## src/rtl/uart_pkg.sv

```systemverilog
// Shared UART definitions: FSM state encoding and parity mode constants,
// common to the receiver and the matching transmitter.
package uart_pkg;

    typedef enum logic [2:0] {
        ST_IDLE     = 3'd0,
        ST_START    = 3'd1,
        ST_DATA     = 3'd2,
        ST_PARITY   = 3'd3,
        ST_STOP     = 3'd4,
        ST_BRK_WAIT = 3'd5
    } uart_state_e;

    localparam int PARITY_NONE = 0;
    localparam int PARITY_EVEN = 1;
    localparam int PARITY_ODD  = 2;

endpackage

```

## src/rtl/sync_2ff.sv

```systemverilog
// Two-flop synchroniser for asynchronous inputs; reset value is a parameter so
// idle-high lines can come out of reset without a spurious edge.
module sync_2ff #(
    parameter int               WIDTH   = 1,
    parameter logic [WIDTH-1:0] RST_VAL = '1
) (
    input  logic             clk,
    input  logic             rst,
    input  logic [WIDTH-1:0] d,
    output logic [WIDTH-1:0] q
);

    logic [WIDTH-1:0] meta_reg;
    logic [WIDTH-1:0] sync_reg;

    always_ff @(posedge clk or negedge rst) begin
        if (!rst) begin
            meta_reg <= RST_VAL;
            sync_reg <= RST_VAL;
        end else begin
            meta_reg <= d;
            sync_reg <= meta_reg;
        end
    end

    assign q = sync_reg;

endmodule

```

## src/rtl/uart_rx_framed.sv

```systemverilog
// Oversampling UART receiver with parity, framing, break and overrun detection,
// presenting each word through a valid/ready output register.
module uart_rx_framed
    import uart_pkg::*;
#(
    parameter int DATA_BITS   = 8,
    parameter int OVERSAMPLE  = 16,
    parameter int PARITY_MODE = PARITY_NONE,
    parameter int STOP_BITS   = 1
) (
    input  logic                 clk,
    input  logic                 rst,
    input  logic                 rx,
    input  logic                 s_tick,
    output logic [DATA_BITS-1:0] dout,
    output logic                 dout_valid,
    input  logic                 dout_ready,
    output logic                 parity_err,
    output logic                 frame_err,
    output logic                 break_det,
    output logic                 overrun
);

    localparam int S_W = $clog2(OVERSAMPLE);
    localparam int N_W = $clog2(DATA_BITS) + 1;

    localparam logic [S_W-1:0] S_ONE  = S_W'(1);
    localparam logic [S_W-1:0] S_HALF = S_W'(OVERSAMPLE / 2 - 1);
    localparam logic [S_W-1:0] S_LAST = S_W'(OVERSAMPLE - 1);
    localparam logic [N_W-1:0] N_ONE       = N_W'(1);
    localparam logic [N_W-1:0] N_LAST_DATA = N_W'(DATA_BITS - 1);
    localparam logic [N_W-1:0] N_LAST_STOP = N_W'(STOP_BITS - 1);
    localparam logic           ODD_BIT     = (PARITY_MODE == PARITY_ODD);
    localparam bit             HAS_PARITY  = (PARITY_MODE != PARITY_NONE);

    logic rxs;

    uart_state_e          state_reg, state_next;
    logic [S_W-1:0]       s_reg, s_next;
    logic [N_W-1:0]       n_reg, n_next;
    logic [DATA_BITS-1:0] b_reg, b_next;
    logic                 perr_reg, perr_next;
    logic                 ferr_reg, ferr_next;
    logic                 pzero_reg, pzero_next;
    logic [DATA_BITS-1:0] dout_reg, dout_next;
    logic                 dout_valid_reg, dout_valid_next;
    logic                 parity_err_reg, parity_err_next;
    logic                 frame_err_reg, frame_err_next;
    logic                 break_det_reg, break_det_next;
    logic                 overrun_reg, overrun_next;

    logic done;
    logic stop_ferr;
    logic frame_brk;
    logic accept;

    sync_2ff #(
        .WIDTH   (1),
        .RST_VAL (1'b1)
    ) u_rx_sync (
        .clk (clk),
        .rst (rst),
        .d   (rx),
        .q   (rxs)
    );

    always_ff @(posedge clk or negedge rst) begin
        if (!rst) begin
            state_reg      <= ST_IDLE;
            s_reg          <= '0;
            n_reg          <= '0;
            b_reg          <= '0;
            perr_reg       <= 1'b0;
            ferr_reg       <= 1'b0;
            pzero_reg      <= 1'b0;
            dout_reg       <= '0;
            dout_valid_reg <= 1'b0;
            parity_err_reg <= 1'b0;
            frame_err_reg  <= 1'b0;
            break_det_reg  <= 1'b0;
            overrun_reg    <= 1'b0;
        end else begin
            state_reg      <= state_next;
            s_reg          <= s_next;
            n_reg          <= n_next;
            b_reg          <= b_next;
            perr_reg       <= perr_next;
            ferr_reg       <= ferr_next;
            pzero_reg      <= pzero_next;
            dout_reg       <= dout_next;
            dout_valid_reg <= dout_valid_next;
            parity_err_reg <= parity_err_next;
            frame_err_reg  <= frame_err_next;
            break_det_reg  <= break_det_next;
            overrun_reg    <= overrun_next;
        end
    end

    always_comb begin
        state_next      = state_reg;
        s_next          = s_reg;
        n_next          = n_reg;
        b_next          = b_reg;
        perr_next       = perr_reg;
        ferr_next       = ferr_reg;
        pzero_next      = pzero_reg;
        dout_next       = dout_reg;
        dout_valid_next = dout_valid_reg;
        parity_err_next = parity_err_reg;
        frame_err_next  = frame_err_reg;
        break_det_next  = break_det_reg;
        overrun_next    = 1'b0;
        done            = 1'b0;
        stop_ferr       = ferr_reg;
        frame_brk       = 1'b0;
        accept          = dout_valid_reg & dout_ready;

        case (state_reg)
            ST_IDLE: begin
                if (!rxs) begin
                    state_next = ST_START;
                    s_next     = '0;
                end
            end
            ST_START: begin
                if (s_tick) begin
                    if (s_reg == S_HALF) begin
                        if (!rxs) begin
                            state_next = ST_DATA;
                            s_next     = '0;
                            n_next     = '0;
                            perr_next  = 1'b0;
                            ferr_next  = 1'b0;
                            // With no parity bit the break test must not depend on it
                            pzero_next = 1'b1;
                        end else begin
                            state_next = ST_IDLE;
                        end
                    end else begin
                        s_next = s_reg + S_ONE;
                    end
                end
            end
            ST_DATA: begin
                if (s_tick) begin
                    if (s_reg == S_LAST) begin
                        s_next = '0;
                        b_next = {rxs, b_reg[DATA_BITS-1:1]};
                        if (n_reg == N_LAST_DATA) begin
                            n_next     = '0;
                            state_next = HAS_PARITY ? ST_PARITY : ST_STOP;
                        end else begin
                            n_next = n_reg + N_ONE;
                        end
                    end else begin
                        s_next = s_reg + S_ONE;
                    end
                end
            end
            ST_PARITY: begin
                if (s_tick) begin
                    if (s_reg == S_LAST) begin
                        s_next     = '0;
                        n_next     = '0;
                        perr_next  = (^b_reg) ^ rxs ^ ODD_BIT;
                        pzero_next = ~rxs;
                        state_next = ST_STOP;
                    end else begin
                        s_next = s_reg + S_ONE;
                    end
                end
            end
            ST_STOP: begin
                if (s_tick) begin
                    if (s_reg == S_LAST) begin
                        s_next    = '0;
                        stop_ferr = ferr_reg | ~rxs;
                        ferr_next = stop_ferr;
                        if (n_reg == N_LAST_STOP) begin
                            done       = 1'b1;
                            frame_brk  = (b_reg == '0) && pzero_reg && stop_ferr;
                            state_next = frame_brk ? ST_BRK_WAIT : ST_IDLE;
                        end else begin
                            n_next = n_reg + N_ONE;
                        end
                    end else begin
                        s_next = s_reg + S_ONE;
                    end
                end
            end
            ST_BRK_WAIT: begin
                if (rxs) begin
                    state_next = ST_IDLE;
                end
            end
            default: begin
                state_next = ST_IDLE;
            end
        endcase

        // A completion on the same clk as an acceptance refills the register
        if (accept) begin
            dout_valid_next = 1'b0;
        end
        if (done) begin
            if (!dout_valid_reg || accept) begin
                dout_next       = b_reg;
                dout_valid_next = 1'b1;
                parity_err_next = perr_reg;
                frame_err_next  = stop_ferr;
                break_det_next  = frame_brk;
            end else begin
                overrun_next = 1'b1;
            end
        end
    end

    assign dout       = dout_reg;
    assign dout_valid = dout_valid_reg;
    assign parity_err = parity_err_reg;
    assign frame_err  = frame_err_reg;
    assign break_det  = break_det_reg;
    assign overrun    = overrun_reg;

endmodule

```

## config.mk

```make
export PLATFORM = sky130hd
export DESIGN_NAME = uart_rx_framed
export DESIGN_NICKNAME = d
export VERILOG_FILES = /design/src/rtl/uart_pkg.sv /design/src/rtl/sync_2ff.sv /design/src/rtl/uart_rx_framed.sv
export SDC_FILE = /design/constraint.sdc
export NUM_CORES = 1
export LEC_CHECK = 0
export CAP_MARGIN = 10
export CORE_MARGIN = 2
export CORE_UTILIZATION = 25
export DETAILED_ROUTE_END_ITERATION = 6
export DONT_BUFFER_PORTS = 1
export GPL_TIMING_DRIVEN = 0
export PLACE_DENSITY = 0.34
export REMOVE_ABC_BUFFERS = 1
export SLEW_MARGIN = 0
export SYNTH_ARGS = -nofsm -noshare
export SYNTH_HDL_FRONTEND = slang
export SYNTH_HIERARCHICAL = 1
export SYNTH_SLANG_ARGS = --single-unit
```

## constraint.sdc

```tcl
create_clock -name clk -period 2.45 [get_ports clk]
set_input_delay 0.6125 -clock clk [delete_from_list [all_inputs] [get_ports clk]]
set_output_delay 0.6125 -clock clk [all_outputs]
set_load 0.01 [all_outputs]
```

# Word-level counts from Yosys, hierarchy flattened
# Index checks and enable logic that the tools add are counted.
dict set report classes {
  addsub 2
  eq_ne 23
  muxes 62
  bitwise 4
  n_reduce_logical 20
}
# op n
set op_table {}
lappend op_table {{$mux 4} 16}
lappend op_table {{$mux 3} 13}
lappend op_table {{$mux 1} 26}
lappend op_table {{$ne 2x2->1 const B} 13}
lappend op_table {{$pmux 3 s6} 1}
lappend op_table {{$pmux 4 s4} 1}
lappend op_table {{$pmux 4 s3} 1}
lappend op_table {{$reduce_and 12->1} 1}
lappend op_table {{$reduce_and 11->1} 1}
lappend op_table {{$add 4x1->4 const B} 2}
lappend op_table {{$eq 4x3->1 const B} 2}
lappend op_table {{$logic_not 8->1} 1}
lappend op_table {{$reduce_xor 8->1} 1}
lappend op_table {{$eq 3x2->1 const B} 2}
lappend op_table {{$eq 3x3->1 const B} 2}
lappend op_table {{$pmux 1 s2} 3}
lappend op_table {{$reduce_and 3->1} 2}
lappend op_table {{$reduce_and 6->1} 1}
lappend op_table {{$eq 4x4->1 const B} 1}
lappend op_table {{$logic_not 4->1} 1}
lappend op_table {{$ne 2x1->1 const B} 2}
lappend op_table {{$reduce_and 4->1} 1}
lappend op_table {{$reduce_bool 2->1} 2}
lappend op_table {{$reduce_bool 4->1} 1}
lappend op_table {{13 further kinds} 14}
dict set report totals {
  reg_bits 37
  in_bits 5
  output_inout_bits 13
  wordCells 126
}

# Logic depth before layout (Yosys ltp)
dict set report logic_depth {
  depth_word 8
  ltp_mapped 8
  ltp_nobuf 7
}

# Hierarchy
# Netlist, hierarchy kept.
# mod instances cells_each area_per_inst_um2 seq_area_each_um2
set modules_own_cells {}
lappend modules_own_cells {uart_rx_framed 1 208 1910.6 875.8}
lappend modules_own_cells {sync_2ff 1 2 52.6 52.6}

# Worst setup path after synthesis
# No wires, ideal clock.
dict set report synth_timing {
  kind {reg-to-reg}
  startpoint {register s_reg[0]}
  endpoint {register state_reg[0]}
  setup_ns 0.125
  arrival_time_ns 1.782
  required_ns 2.325
  setup_slack_ns 0.543
  stages_incl_launch_ff 8
  n_path_buf 1
  period_less_slack_ns 1.907
  cell_sequence {dfrtp_1 -> ha_1 -> and2_1 -> buf_2 -> a32o_2 -> nor2_2 -> nor3_2 -> mux2_4}
}
dict set report synth_via {
  elab_chain_len 3
  word_cells_on_any_way 7
  cone_classes {6 x eq/ne; 1 x reduce/logical}
}
# item line_no
set synth_rtl {}
lappend synth_rtl {{start, declared} uart_rx_framed.sv:39} ;# logic [S_W-1:0] s_reg, s_next;
lappend synth_rtl {{start signal, assigned} uart_rx_framed.sv:84} ;# s_reg <= s_next;
lappend synth_rtl {{$eq 4x4->1 / $eq 4x3->1 (equally long branches)} -}
lappend synth_rtl {{$ne 2x2->1 (no line)} -}
lappend synth_rtl {{$reduce_and 12->1 (no line) (*)} -}
lappend synth_rtl {{end signal, assigned} uart_rx_framed.sv:83} ;# state_reg <= state_next;
lappend synth_rtl {{end, declared} uart_rx_framed.sv:38} ;# uart_state_e state_reg, state_next;
# Every way passes the cells marked *; elsewhere a longest branch is shown, timed or not.
# A chain may end at the register's enable or synchronous reset.

# Final worst setup path
dict set report layout_timing {
  startpoint {register state_reg[2]}
  endpoint {register parity_err_reg (netlist: parity_err)}
}
dict set report layout_via {
  elab_chain_len 3
}
# item line_no
set layout_rtl {}
lappend layout_rtl {{$eq 3x3->1} uart_rx_framed.sv:118} ;# case (state_reg)
lappend layout_rtl {{$mux 1} uart_rx_framed.sv:118}
lappend layout_rtl {{$reduce_and 2->1 (no line)} -}
lappend layout_rtl {{end signal, assigned} uart_rx_framed.sv:92} ;# parity_err_reg <= parity_err_next;
lappend layout_rtl {{end, declared} uart_rx_framed.sv:47} ;# logic parity_err_reg, parity_err_next;
# Every way passes these cells.

==> metrics.log <==
[metrics] synth warn: 6
[metrics] multiplexer share of the synthesized area: under 10%
[metrics] Die ar.: roughly 8600 um2
[metrics] Worst setup EP type: flop
[metrics] DR vias: around 1500
[metrics] Min Clock Period, post-route: 2.191 ns
[metrics] post-CTS setup buffers: 0
[metrics] diode count: 0
[metrics] remaining global-route overflow: 0
[metrics] library cell with the highest instance count after synthesis: dfrtp_1
[metrics] top cell types by occurrence after synthesis: dfrtp_1, nand2_1, o21ai_0
[metrics] CTS clk-pin slew, worst paths: around 0.08 ns
[metrics] achievable frequency: ~460 MHz
[metrics] fin crit share: ~89%
[metrics] Detail Placement HPWL: between 3 and 4 mm
[metrics] Area after DPL: between 2000 and 2500 um2
[metrics] number of nets in the finished design: between 200 and 250
[metrics] starting DRC count in detailed routing: 63
[metrics] Max rail drop VDD: about 0.00035 V
[metrics] Post-Place Setup Slack: -0.2486 ns
[metrics] Synth top area share: 44.61%
[metrics] result of the run: completed
[metrics] width of the chip: 92.62 um
[metrics] endpoints failing hold: 0
[metrics] initial standard-cell utilization of the core: about a quarter
[metrics] initial antenna violation count: 0
[metrics] min-delay worst type: in -> async
[metrics] H-tree depth reported by CTS: 2
[metrics] input/output buffers: 0
[metrics] Worst Hold Slack: between 0.1 and 0.15 ns
[metrics] post-synth design cell area: around 2000 um2
[metrics] highest net fanout along the worst path: 22
[metrics] clock tree from TritonCTS: yes
[metrics] CTS Buf Count: 5
[metrics] required time of the critical path: approximately 2.6 ns
[metrics] async set-reset flop share out of synthesis: 100.0%
[metrics] crit path setup slack, layout: 0.2594 ns
[metrics] leak pwr: 0.9038 nW
[metrics] xor/xnor cell area share of the yosys netlist: 2.677%
[metrics] Worst Skew: approximately 0.0064 ns
[metrics] number of endpoints failing setup at the final stage: 0
[metrics] aggregate negative setup slack: 0 ns
[metrics] maximum buffer depth of the clock tree: 2
[metrics] maximum number of pins on one net before global-route repair: 31
[metrics] IO Pins: 18
[metrics] post-synthesis sequential area ratio: 47.29%
[metrics] number of standard-cell rows in the floorplan: 32
[metrics] dominant combinational cell family by area after synthesis: simple AND/OR/NAND/NOR gates
[metrics] area of the placeable core: between 7000 and 8000 um2
[metrics] Synth area leaders: dfrtp_1, nand2_1, o21ai_0, ha_1, dfstp_2
[metrics] insertion delay of the later-clocked pin in the worst-skew pair: between 0.2 and 0.3 ns
[metrics] # DRC: 0
[metrics] data arrival time at the worst-slack endpoint: 2.37 ns
[metrics] area of all placed cells without fillers: 2192 um2
[metrics] number of sinks on the clock net: 37
[metrics] clock root buffer: clkbuf_8
[metrics] library cell occupying the most area in the post-synthesis netlist: dfrtp_1
[metrics] vias per inst: about 4.7
[metrics] share of synthesized cell area in full adder, half adder and majority cells: ~4.5%
[metrics] Synth-to-Final Area Change: 11.66%
[metrics] post-synthesis share of cell area spent on and, or, nand and nor gates: around a fifth
[metrics] number of filler instances in the final layout: slightly above 800
[metrics] DIE HEIGHT: 92.62 um
[metrics] Total Routed Length: 4.550 mm
[metrics] residual antenna-violating net count after detailed routing: 0
[metrics] first-pass GRT wire length: slightly below 8 mm
[metrics] post-synthesis area per instance: approximately 9.3 um2
[metrics] max-slew violation count: 0
[metrics] most used flip-flop cell after synthesis: dfrtp_1
[metrics] Post-synth EDFFs: 0
[metrics] TritonRoute pass-1 iters: 4
[metrics] wire length per cell: between 10 and 15 um
[metrics] final weighted congestion in routability-driven placement: ~0.77
[metrics] startpoint type of the worst setup path: flop
[metrics] Total Power: approximately 2.1 mW
[metrics] Synth cell types: 46
[metrics] type of the worst setup path: reg -> reg
[metrics] Worst Tran Pin Value: between 0.5 and 0.6 ns
[metrics] Power Density: 974.2 nW/um2
[metrics] Total GRT Usage: between 10% and 20%
[metrics] area fraction in compound gates after synthesis: a little under a fifth
[metrics] via count of the first global-routing pass: about 1500
[metrics] unrepaired setup endpoints after global routing: false
[metrics] worst slew margin relative to its limit: between 60% and 70%
[metrics] fraction of layout instances using a drive strength above 1: 10.53%
[metrics] number of instances in the synthesized netlist: 210
[metrics] total of max-cap violations: 0
[metrics] flops & latches, synth: 37
## power breakdown
part	internal (mW)	total [mW]	switching [mW]
Combinational	0.301	0.706	0.405
Sequential	0.684	0.860	0.176
Clock	0.331	0.569	0.238
## critical path: stages (launching register included)
cell and delay (ns):
dfrtp_2 0.61, nor3b_2 0.42, and3_1 0.31, nand3_2 0.34, mux2_2 0.39
## cell type report
type	instances	area [um2]	share of cell area, %
multi-input cells	148	932.1	42.52
clock buffers	6	82.58	3.767
repair buffers	2	30.03	1.370
clock inverters	2	37.54	1.712
inverters	14	52.55	2.397
flip-flops and latches	37	929.6	42.41
well taps	102	127.6	5.822
## per-layer routing
layer,track usage [%],vias to the layer above,wire [um]
li1,-,730,-
met1,14.94,710,2059
met2,19.10,26,2221
met3,2.848,6,202
met4,3.799,0,66
met5,0,-,0
## cell families (layout without fill, tap and decap cells)
family | count (synthesis) | after routing
AND/OR/NAND/NOR | 72 | 72
AO/OA/AOI/OAI | 57 | 57
flip-flops | 37 | 37
buffers and inverters | 25 | 24
adder cells (fa/ha/maj) | 7 | 7
XOR/XNOR | 6 | 6
multiplexers | 6 | 6
## metrics by stage
step | util [%] | std cells
floorplan | - | 199
global placement | 26.62 | 301
detailed placement | 26.62 | 301
CTS | 28.53 | 310
global route | 28.66 | 311
finish | 28.66 | 311
## cells in the final DEF, fill, tap and decap left out, drive strengths merged, types with 3 or more instances in the layout
cell,n
o21ai,26
clkbuf,6
nor2,11
o211ai,3
and3,4
inv,14
a21oi,11
nor3,5
nand3,9
ha,7
xnor2,5
dfrtp,35
nand2,29
mux2i,4
## repair_timing
item,4_1_cts,5_1_grt
endpoints found under the hold margin,30,5
resized for setup,2,0
hold buffers,1,1
endpoints found under the setup margin,11,0
## final timing paths
| check | from | endpoint | slack, ns | cells past startpoint |
|---|---|---|---|---|
| max | state_reg[2]$_DFFE_PN0P_ | parity_err$_DFFE_PN0P_ | 0.26 | 4 |
| max reg2reg | state_reg[2]$_DFFE_PN0P_ | parity_err$_DFFE_PN0P_ | 0.26 | 4 |
| min | rst | dout[1]$_DFFE_PN0P_ | 0.14 | 1 |
| max in group asynchronous | rst | pzero_reg$_DFFE_PN0P_ | 1.58 | 1 |
| min in group clk | rx | u_rx_sync/meta_reg$_DFF_PN1_ | 0.31 | 0 |
| min reg2reg | u_rx_sync/meta_reg$_DFF_PN1_ | u_rx_sync/q$_DFF_PN1_ | 0.36 | 0 |
Power figures use the tool's default switching activity.
